### src/rtl/fft16_ctrl.sv
// fft16_ctrl: sequencer for a 16-point radix-2 in-place DIT FFT.
// Issues one butterfly per cycle (4 stages x 8), drains the butterfly
// pipeline between stages and replays read addresses as write-back.
// Optional sample-load phase: define FFT16_CTRL_LOAD_EN.
module fft16_ctrl #(
  parameter int BF_LAT = 2
) (
  input  logic       i_clk,
  input  logic       i_rst,
  input  logic       i_start,
`ifdef FFT16_CTRL_LOAD_EN
  input  logic       i_ld_valid,
  output logic       o_ld_we,
  output logic [3:0] o_ld_addr,
`endif
  output logic       o_busy,
  output logic       o_done,
  output logic       o_rd_en,
  output logic [3:0] o_rd_addr0,
  output logic [3:0] o_rd_addr1,
  output logic [2:0] o_tw_idx,
  output logic [1:0] o_stage,
  output logic       o_wr_en,
  output logic [3:0] o_wr_addr0,
  output logic [3:0] o_wr_addr1
);

`ifdef FFT16_CTRL_LOAD_EN
  typedef enum logic [2:0] {IDLE, LOAD, ISSUE, DRAIN, DONE} state_t;
`else
  typedef enum logic [2:0] {IDLE, ISSUE, DRAIN, DONE} state_t;
`endif

  // Drain lasts 1 (memory read) + BF_LAT (butterfly) cycles.
  localparam logic [2:0] DRAIN_LAST = 3'(BF_LAT);

  state_t     state, state_nxt;
  logic [1:0] stg, stg_nxt;
  logic [2:0] bfy, bfy_nxt;
  logic [2:0] cnt, cnt_nxt;
`ifdef FFT16_CTRL_LOAD_EN
  logic [3:0] ld_cnt, ld_cnt_nxt;
`endif

  logic       issue_nxt;
  logic [3:0] span, pos, addr0, addr1;
  logic [2:0] tw;

  logic [BF_LAT:0]       vld_pipe;
  logic [BF_LAT:0][3:0]  a0_pipe;
  logic [BF_LAT:0][3:0]  a1_pipe;

  // State, stage, butterfly and drain counters.
  always_ff @(posedge i_clk) begin
    if (i_rst) begin
      state  <= IDLE;
      stg    <= '0;
      bfy    <= '0;
      cnt    <= '0;
`ifdef FFT16_CTRL_LOAD_EN
      ld_cnt <= '0;
`endif
    end else begin
      state  <= state_nxt;
      stg    <= stg_nxt;
      bfy    <= bfy_nxt;
      cnt    <= cnt_nxt;
`ifdef FFT16_CTRL_LOAD_EN
      ld_cnt <= ld_cnt_nxt;
`endif
    end
  end

  // Next-state logic; i_start is only looked at in IDLE.
  always_comb begin
    state_nxt = state;
    stg_nxt   = stg;
    bfy_nxt   = bfy;
    cnt_nxt   = cnt;
`ifdef FFT16_CTRL_LOAD_EN
    ld_cnt_nxt = ld_cnt;
`endif
    case (state)
      IDLE: if (i_start) begin
        stg_nxt = '0;
        bfy_nxt = '0;
        cnt_nxt = '0;
`ifdef FFT16_CTRL_LOAD_EN
        ld_cnt_nxt = '0;
        state_nxt  = LOAD;
`else
        state_nxt  = ISSUE;
`endif
      end
`ifdef FFT16_CTRL_LOAD_EN
      LOAD: if (i_ld_valid) begin
        ld_cnt_nxt = ld_cnt + 4'd1;
        if (ld_cnt == 4'd15) state_nxt = ISSUE;
      end
`endif
      ISSUE: begin
        if (bfy == 3'd7) begin
          state_nxt = DRAIN;
          bfy_nxt   = '0;
          cnt_nxt   = '0;
        end else begin
          bfy_nxt = bfy + 3'd1;
        end
      end
      DRAIN: begin
        if (cnt == DRAIN_LAST) begin
          if (stg == 2'd3) begin
            state_nxt = DONE;
          end else begin
            state_nxt = ISSUE;
            stg_nxt   = stg + 2'd1;
          end
        end else begin
          cnt_nxt = cnt + 3'd1;
        end
      end
      DONE: begin
        state_nxt = IDLE;
        stg_nxt   = '0;
      end
      default: state_nxt = IDLE;
    endcase
  end

  // Butterfly addressing for the (stage, butterfly) issued next cycle.
  always_comb begin
    issue_nxt = (state_nxt == ISSUE);
    span  = 4'd1 << stg_nxt;
    pos   = {1'b0, bfy_nxt} & (span - 4'd1);
    addr0 = (({1'b0, bfy_nxt} - pos) << 1) + pos;
    addr1 = addr0 + span;
    tw    = 3'(pos << (2'd3 - stg_nxt));
  end

  // Registered read request; fields are zero when nothing is issued.
  always_ff @(posedge i_clk) begin
    if (i_rst) begin
      o_rd_en    <= 1'b0;
      o_rd_addr0 <= '0;
      o_rd_addr1 <= '0;
      o_tw_idx   <= '0;
      o_stage    <= '0;
    end else begin
      o_rd_en    <= issue_nxt;
      o_rd_addr0 <= issue_nxt ? addr0   : 4'd0;
      o_rd_addr1 <= issue_nxt ? addr1   : 4'd0;
      o_tw_idx   <= issue_nxt ? tw      : 3'd0;
      o_stage    <= issue_nxt ? stg_nxt : 2'd0;
    end
  end

  // Write-back pipeline: read request delayed by 1 + BF_LAT cycles.
  always_ff @(posedge i_clk) begin
    if (i_rst) begin
      vld_pipe <= '0;
      a0_pipe  <= '0;
      a1_pipe  <= '0;
    end else begin
      vld_pipe <= {vld_pipe[BF_LAT-1:0], o_rd_en};
      a0_pipe  <= {a0_pipe[BF_LAT-1:0], o_rd_addr0};
      a1_pipe  <= {a1_pipe[BF_LAT-1:0], o_rd_addr1};
    end
  end

  assign o_wr_en    = vld_pipe[BF_LAT];
  assign o_wr_addr0 = a0_pipe[BF_LAT];
  assign o_wr_addr1 = a1_pipe[BF_LAT];
  assign o_done     = (state == DONE);

`ifdef FFT16_CTRL_LOAD_EN
  assign o_busy    = (state == LOAD) || (state == ISSUE) || (state == DRAIN);
  assign o_ld_we   = (state == LOAD) && i_ld_valid;
  assign o_ld_addr = {ld_cnt[0], ld_cnt[1], ld_cnt[2], ld_cnt[3]};
`else
  assign o_busy    = (state == ISSUE) || (state == DRAIN);
`endif

endmodule

### config.mk
export PLATFORM = sky130hd
export DESIGN_NAME = fft16_ctrl
export DESIGN_NICKNAME = d
export VERILOG_FILES = /design/src/rtl/fft16_ctrl.sv
export SDC_FILE = /design/constraint.sdc
export NUM_CORES = 1
export LEC_CHECK = 0
export BUFFER_PORTS_ARGS = -buffer_cell sky130_fd_sc_hd__buf_4
export CORE_MARGIN = 1.5
export CORE_UTILIZATION = 40
export CTS_CLUSTER_SIZE = 40
export DETAILED_ROUTE_END_ITERATION = 8
export GPL_ROUTABILITY_DRIVEN = 0
export GPL_TIMING_DRIVEN = 0
export PLACE_DENSITY_LB_ADDON = 0.25
export SLEW_MARGIN = 0
export SYNTH_ARGS = -nofsm -noshare
export SYNTH_HDL_FRONTEND = slang
export SYNTH_SLANG_ARGS = --single-unit
### constraint.sdc
create_clock -name i_clk -period 6.5 [get_ports i_clk]
set_input_delay 0.325 -clock i_clk [delete_from_list [all_inputs] [get_ports i_clk]]
set_output_delay 0.325 -clock i_clk [all_outputs]
set_load 0.05 [all_outputs]
==> results.toml, run 1 <==
[finish]
multi_input_area_um2 = 961
seqCellArea_mm2 = 0.00104
final_nets = 262
area_growth_pct = 17.9
fill_cells = 522
diodes = 0
drive_above_1_share_pct = 23.2
fin_area_mm2 = 0.00252
final_util_pct = 49.1

[clocking]
cts.sink_count = 52
root_buffer = "clkbuf_8"
cts_max_path_buffers = 2
cts-buffers-inserted = 5
tritoncts = "built"
h-tree-depth = 2
postCtsHoldBufs = 0
clkSlewWorstSetupHoldPaths_ps = 90
clock_latency_ps = 300
postCtsSetupRepairBufs = 0
ctsResizeCount = 0

[synthesis]
syn_area_mm2 = 0.00214
async_flop_share_pct = 0
avgSynthCellArea_um2 = 9.96
synth_edf_count = 0
syn_inst = 215
yosys_warnings = 0
ys.flop_type = "dfxtp_1"
synth_cell_types = 46
yosysSeqAreaShare_pct = 48.6
synth_seq_cells = 52

[die]
fp.dieH_um = 76.2
fp.coreArea_mm2 = 0.00514
io_pins = 28
die-area_mm2 = 0.00580
die_w_um = 76.2
fp-row-count = 26
initial_core_util_pct = 41.7

[placed_design]
dp_hpwl_um = 2650
placed_cell_area_mm2 = 0.00243
port_buffers = 26

[global_routing]
overflow = 0
grt_pass1_vias = 1372
antenna_found_initial = 0
grt_max_degree = 19
grt_usage_pct = 13.9
grt_pass1_wl_um = 6510

[sta]
skew_ps = 3.04
finalCriticalPeriod_ps = 3680
setup_violations = 0
rsz0062_at_grt = "no"
slew_violations = 0
finalSetupTns_ps = 0
worstMarginPinSlew_ps = 633
relSlewSlack_pct = 56.7
period_share_pct = 56.6
max_freq_mhz = 272
finalHoldViolations = 0

[routing]
post_drt_wl_per_cell_um = 11.2
drc_errors = 0
ant_nets = 0
first_pass_iters = 6
drt_wl_total_um = 3600
drtIter0Drc = 45
num_vias = 1493
via_per_inst = 4.67

[worst_hold_path]
hold_class = "in2reg"

[setup_path]
critPathSlowestCell = "fa_1"
critical_path_class = "reg2reg"
setup.worst_path.end_class = "register"
cp_max_fo = 10
path_cells = "inv_1, ha_1, nor2b_1, a21o_1, nand2_2, clkbuf_1, nand2_1, nor2_1, ha_1, fa_1, ha_1, a21oi_1, xor2_1, nand2_1, or4_1, nand2_1"
cpPeakStageDelay_ps = 430
cp-start-kind = "register"
critPathArrivalTime_ps = 3930
crit_required_ps = 6750

[flow_run]
maxCapViolations = 0

[power_and_ir_drop]
power_mw = 0.550
p_leak_nw = 1.09
ir_drop_v = 0.0000811
power_density_mw_per_mm2 = 218

[status]
status = "finished, final reports clean"
[worst paths after layout]
| path | startpoint | endpoint | slack, ps | cells past startpoint |
|---|---|---|---|---|
| hold / removal | i_rst | o_wr_addr0[0]$_SDFF_PP0_ | 380 | 2 |
| hold reg to reg | a1_pipe[6]$_SDFF_PP0_ | o_wr_addr1[2]$_SDFF_PP0_ | 440 | 1 |
| setup reg to reg | cnt[0]$_SDFFE_PP0P_ | o_rd_addr1[3]$_SDFF_PP0_ | 2820 | 16 |
| setup / recovery | cnt[0]$_SDFFE_PP0P_ | o_rd_addr1[3]$_SDFF_PP0_ | 2820 | 16 |
[cell usage in the layout (no fill, tap or decap), types with 4 or more instances in the layout]
cell type / synthesis / final
and2_1: 4 / 4
clkbuf_1: 5 / 5
a21oi_1: 11 / 11
nand2b_1: 4 / 4
nor2b_1: 29 / 29
buf_4: 9 / 35
inv_1: 5 / 5
ha_1: 8 / 8
dfxtp_1: 52 / 52
clkbuf_8: 0 / 5
nor2_1: 22 / 22
nand2_1: 12 / 12
[final cells by class]
cell class	instances	area share [%]
Clock buffer	5	2.73
Inverter	5	0.743
Tap cell	70	3.47
Timing Repair Buffer	26	7.73
Buffer	18	4.96
Clock inverter	3	1.09
Sequential cell	52	41.2
Multi-Input combinational cell	141	38.1
[sequential cells by signal, indices dropped and copies added, names as in the netlist]
name	count
a0_pipe	8
a1_pipe	8
bfy	3
cnt	3
o_rd_addr0	4
o_rd_addr1	4
o_rd_en	1
o_stage	2
o_tw_idx	3
o_wr_addr0	4
o_wr_addr1	4
state	3
stg	2
vld_pipe	3
[through the flow]
stage	instances	hold slack, ps	worst slack, ps
6_report	320	382	2820
5_1_grt	320	405	2510
4_1_cts	320	390	2820
3_5_place_dp	312	422	2860
3_3_place_gp	312	415	2890
2_1_floorplan	216	414	3220
[metal layers]
metal | track usage (%) | wire (um) | vias to the layer above | share of wire (%)
met3 | 3.83 | 132 | 5 | 3.7
met2 | 21.1 | 1560 | 27 | 43
met4 | 5.74 | 63 | 0 | 1.8
li1 | - | - | 773 | -
met1 | 18.7 | 1840 | 688 | 51
met5 | 0 | 0 | - | 0
[synth_stat cells, types with 3 or more instances]
master	number	area share, %
nand2_1	12	2.1
buf_4	9	3.2
nor2_1	22	3.9
ha_1	8	4.7
dfxtp_1	52	49
and2_1	4	1.2
nor2b_1	29	8.5
nor3_1	3	0.70
o31ai_1	3	1.1
nand2b_1	4	1.2
clkbuf_1	5	0.88
inv_1	5	0.88
buf_6	3	1.6
nand3_1	3	0.70
a21oi_1	11	2.6
[critical path: cells and delay by family, from the launching register on]
family | cells | cell delay [ps]
AOI/OAI and AO/OA | 2 | 400
xor gates and xnor gates | 1 | 190
adders and majority gates | 4 | 1160
buffers and inverters | 2 | 460
DFF | 1 | 340
and+or+nand+nor | 7 | 1080
[kinds of logic (layout without fill, tap and decap cells)]
logic type	after synthesis	count (layout)	synth area share, %
simple gates	91	91	23.9
flops	52	52	48.6
compound gates	34	34	12.6
buf+inv	23	57	6.72
fa+ha+maj	10	10	6.54
other cells	2	3	0.351
xor+xnor	2	2	0.818
mux	1	1	0.467
[power breakdown]
part / leakage (nW) / internal (mW) / total, mW / switching [mW]
logic: 0.626 / 0.0129 / 0.0375 / 0.0245
registers: 0.421 / 0.323 / 0.325 / 0.00206
clock network: 0.0463 / 0.0791 / 0.187 / 0.108
Power figures use the tool's default switching activity.
==> run 2: changes to the inputs <==
Clock period 6.5 ns to 3.4 ns, I/O delays scaled along.
==> run 2 against run 1 <==
Net effect:
- combinational power up 110%
- routed wire length increased by 7.2%
- non-clock buffer count up 13
- critical endpoint unchanged
==> results.toml, run 2 (synthesized netlist as in run 1, its figures left out) <==
[sta]
max_freq_mhz = 305
finalHoldViolations = 0
finalCriticalPeriod_ps = 3280
relSlewSlack_pct = 60.4
skew_ps = 2.70
period_share_pct = 96.6
worstMarginPinSlew_ps = 578
slew_violations = 0
finalSetupTns_ps = 0
hold_ws_ps = 227
setup_violations = 0

[setup_path]
setup.worst_path.end_class = "register"
path_cells = "or3b_4, o221ai_4, nand2_4, nand2_1, nor2_1, ha_2, fa_1, ha_4, a21oi_2, xor2_1, nand2_1, or4_1, nand2_1"
cp_max_fo = 9
cp-start-kind = "register"
cp_num_cells = 13
rrSetupSlack_ps = 120
rr_worst_depth = 13
critPathArrivalTime_ps = 3530
critical_path_class = "reg2reg"
crit_family = "simple AND/OR/NAND/NOR gates"
r2r_start = "state[1]$_SDFF_PP0_"
crit_top_cell = "nand2_1"
timing.rr.end = "o_rd_addr1[3]$_SDFF_PP0_"
crit_buf_inv = 0
cpPeakStageDelay_ps = 590
crit_required_ps = 3650
critPathSlowestCell = "fa_1"

[global_routing]
busiest_layer = "met2"
grt_pass1_vias = 1380
grt_pass1_wl_um = 6590
use_met3_pct = 3.83
grt_max_degree = 19
grt_usage_pct = 14.0
use_met1_pct = 19.0
antenna_found_initial = 0
grtUsageMet2_pct = 21.0
overflow = 0

[power_and_ir_drop]
power_density_mw_per_mm2 = 395
power_mw = 1.06
clkPwrFrac_pct = 33.9
switching_share_pct = 24.6
p_switching_mw = 0.260
p_seq_share_pct = 58.8
ir_drop_v = 0.000154
combPwrFrac_pct = 7.3
p_leak_nw = 1.15
intPower_mw = 0.796

[worst_hold_path]
hp-start = "i_rst"
hold_class = "in2reg"
worst_hold_path.num_cells = 2
min_to = "o_wr_addr0[0]$_SDFF_PP0_"

[finish]
final_cell_mix = "dfxtp_1 (51), buf_4 (50), nor2b_1 (28)"
diodes = 0
multi_input_area_mm2 = 0.00101
drive_above_1_share_pct = 30.8
final_nets = 275
stdcell_count = 333
fill_cells = 506
top_regs = "a0_pipe (8), a1_pipe (8)"
fin_area_mm2 = 0.00268
area_growth_pct = 24.9
seqCellArea_mm2 = 0.00104
layout_commonest_cell = "dfxtp_1"

[die]
die-area_mm2 = 0.00580
fp-row-count = 26
die_w_um = 76.2
initial_core_util_pct = 41.7
io_pins = 28
fp.coreArea_mm2 = 0.00514
fp.dieH_um = 76.2

[placed_design]
placed_cells = 312
placed_cell_area_mm2 = 0.00243
port_buffers = 26
dp_hpwl_um = 2650

[routing]
ant_nets = 0
drt_wl_total_um = 3860
drtIter0Drc = 36
first_pass_iters = 4
num_vias = 1563
via_per_inst = 4.69
drc_errors = 0
post_drt_wl_per_cell_um = 11.6

[clocking]
clkSlewWorstSetupHoldPaths_ps = 90
cts_max_path_buffers = 2
postCtsHoldBufs = 0
root_buffer = "clkbuf_8"
cts.sink_count = 52
cts-buffers-inserted = 5
h-tree-depth = 2
clock_latency_ps = 300
tritoncts = "built"

[flow_run]
maxCapViolations = 0

[status]
status = "finished, final reports clean"
run 2: final cells by class:
cell class                 instances  area share (%)
inverter                           5           0.701
timing repair buffer              41            11.5
buffer                            16            4.11
clock inverter                     3            1.03
tap                               70            3.27
sequential                        52            39.0
multi-input combinational        141            37.8
clock buffer                       5            2.57
run 2: worst register-to-register path, cell delays in order, from the launching register on:
cell	delay, ps
dfxtp_1	370
or3b_4	430
o221ai_4	230
nand2_4	130
nand2_1	120
nor2_1	60
ha_2	210
fa_1	590
ha_4	220
a21oi_2	130
xor2_1	190
nand2_1	70
or4_1	390
nand2_1	80
run 2: metal layers:
metal | vias to the layer above | part of all wire, %
li1 | 802 | -
met1 | 721 | 49
met2 | 33 | 45
met3 | 7 | 3.8
met4 | 0 | 1.9
met5 | - | 0
run 2: worst max path at each step:
| stage | startpoint | to | slack, ps |
|---|---|---|---|
| floorplan | cnt[0]$_SDFFE_PP0P_ | o_rd_addr1[3]$_SDFF_PP0_ | 120 |
| global placement | cnt[0]$_SDFFE_PP0P_ | o_rd_addr1[3]$_SDFF_PP0_ | -210 |
| detailed placement | cnt[0]$_SDFFE_PP0P_ | o_rd_addr1[3]$_SDFF_PP0_ | -240 |
| CTS | state[0]$_SDFF_PP0_ | o_rd_addr1[3]$_SDFF_PP0_ | 3 |
| global route | state[2]$_SDFF_PP0_ | o_rd_addr1[3]$_SDFF_PP0_ | -40 |
| finish | state[1]$_SDFF_PP0_ | o_rd_addr1[3]$_SDFF_PP0_ | 120 |
run 2: per-stage QoR:
stage / worst slack [ps] / utilization (%)
after floorplan: 119 / -
after global placement: -211 / 47.2
final: 117 / 52.1
after detailed placement: -243 / 47.2
after CTS: 3.16 / 49.4
after global routing: -35.5 / 52.1
run 2: timing repair:
item,in CTS,in global routing
setup endpoints to repair,1,1
pin swaps,0,7
resized for setup,4,9
buffers inserted,0,15
cloned,0,0
run 2: power by group through the flow:
stage / clock (mW) / combinational (mW) / sequential (mW)
after floorplan: 0 / 0.0427 / 0.647
after global placement: 0 / 0.0722 / 0.636
after detailed placement: 0 / 0.0722 / 0.636
after CTS: 0.370 / 0.0732 / 0.622
after global routing: 0.399 / 0.0840 / 0.623
final: 0.358 / 0.0770 / 0.621
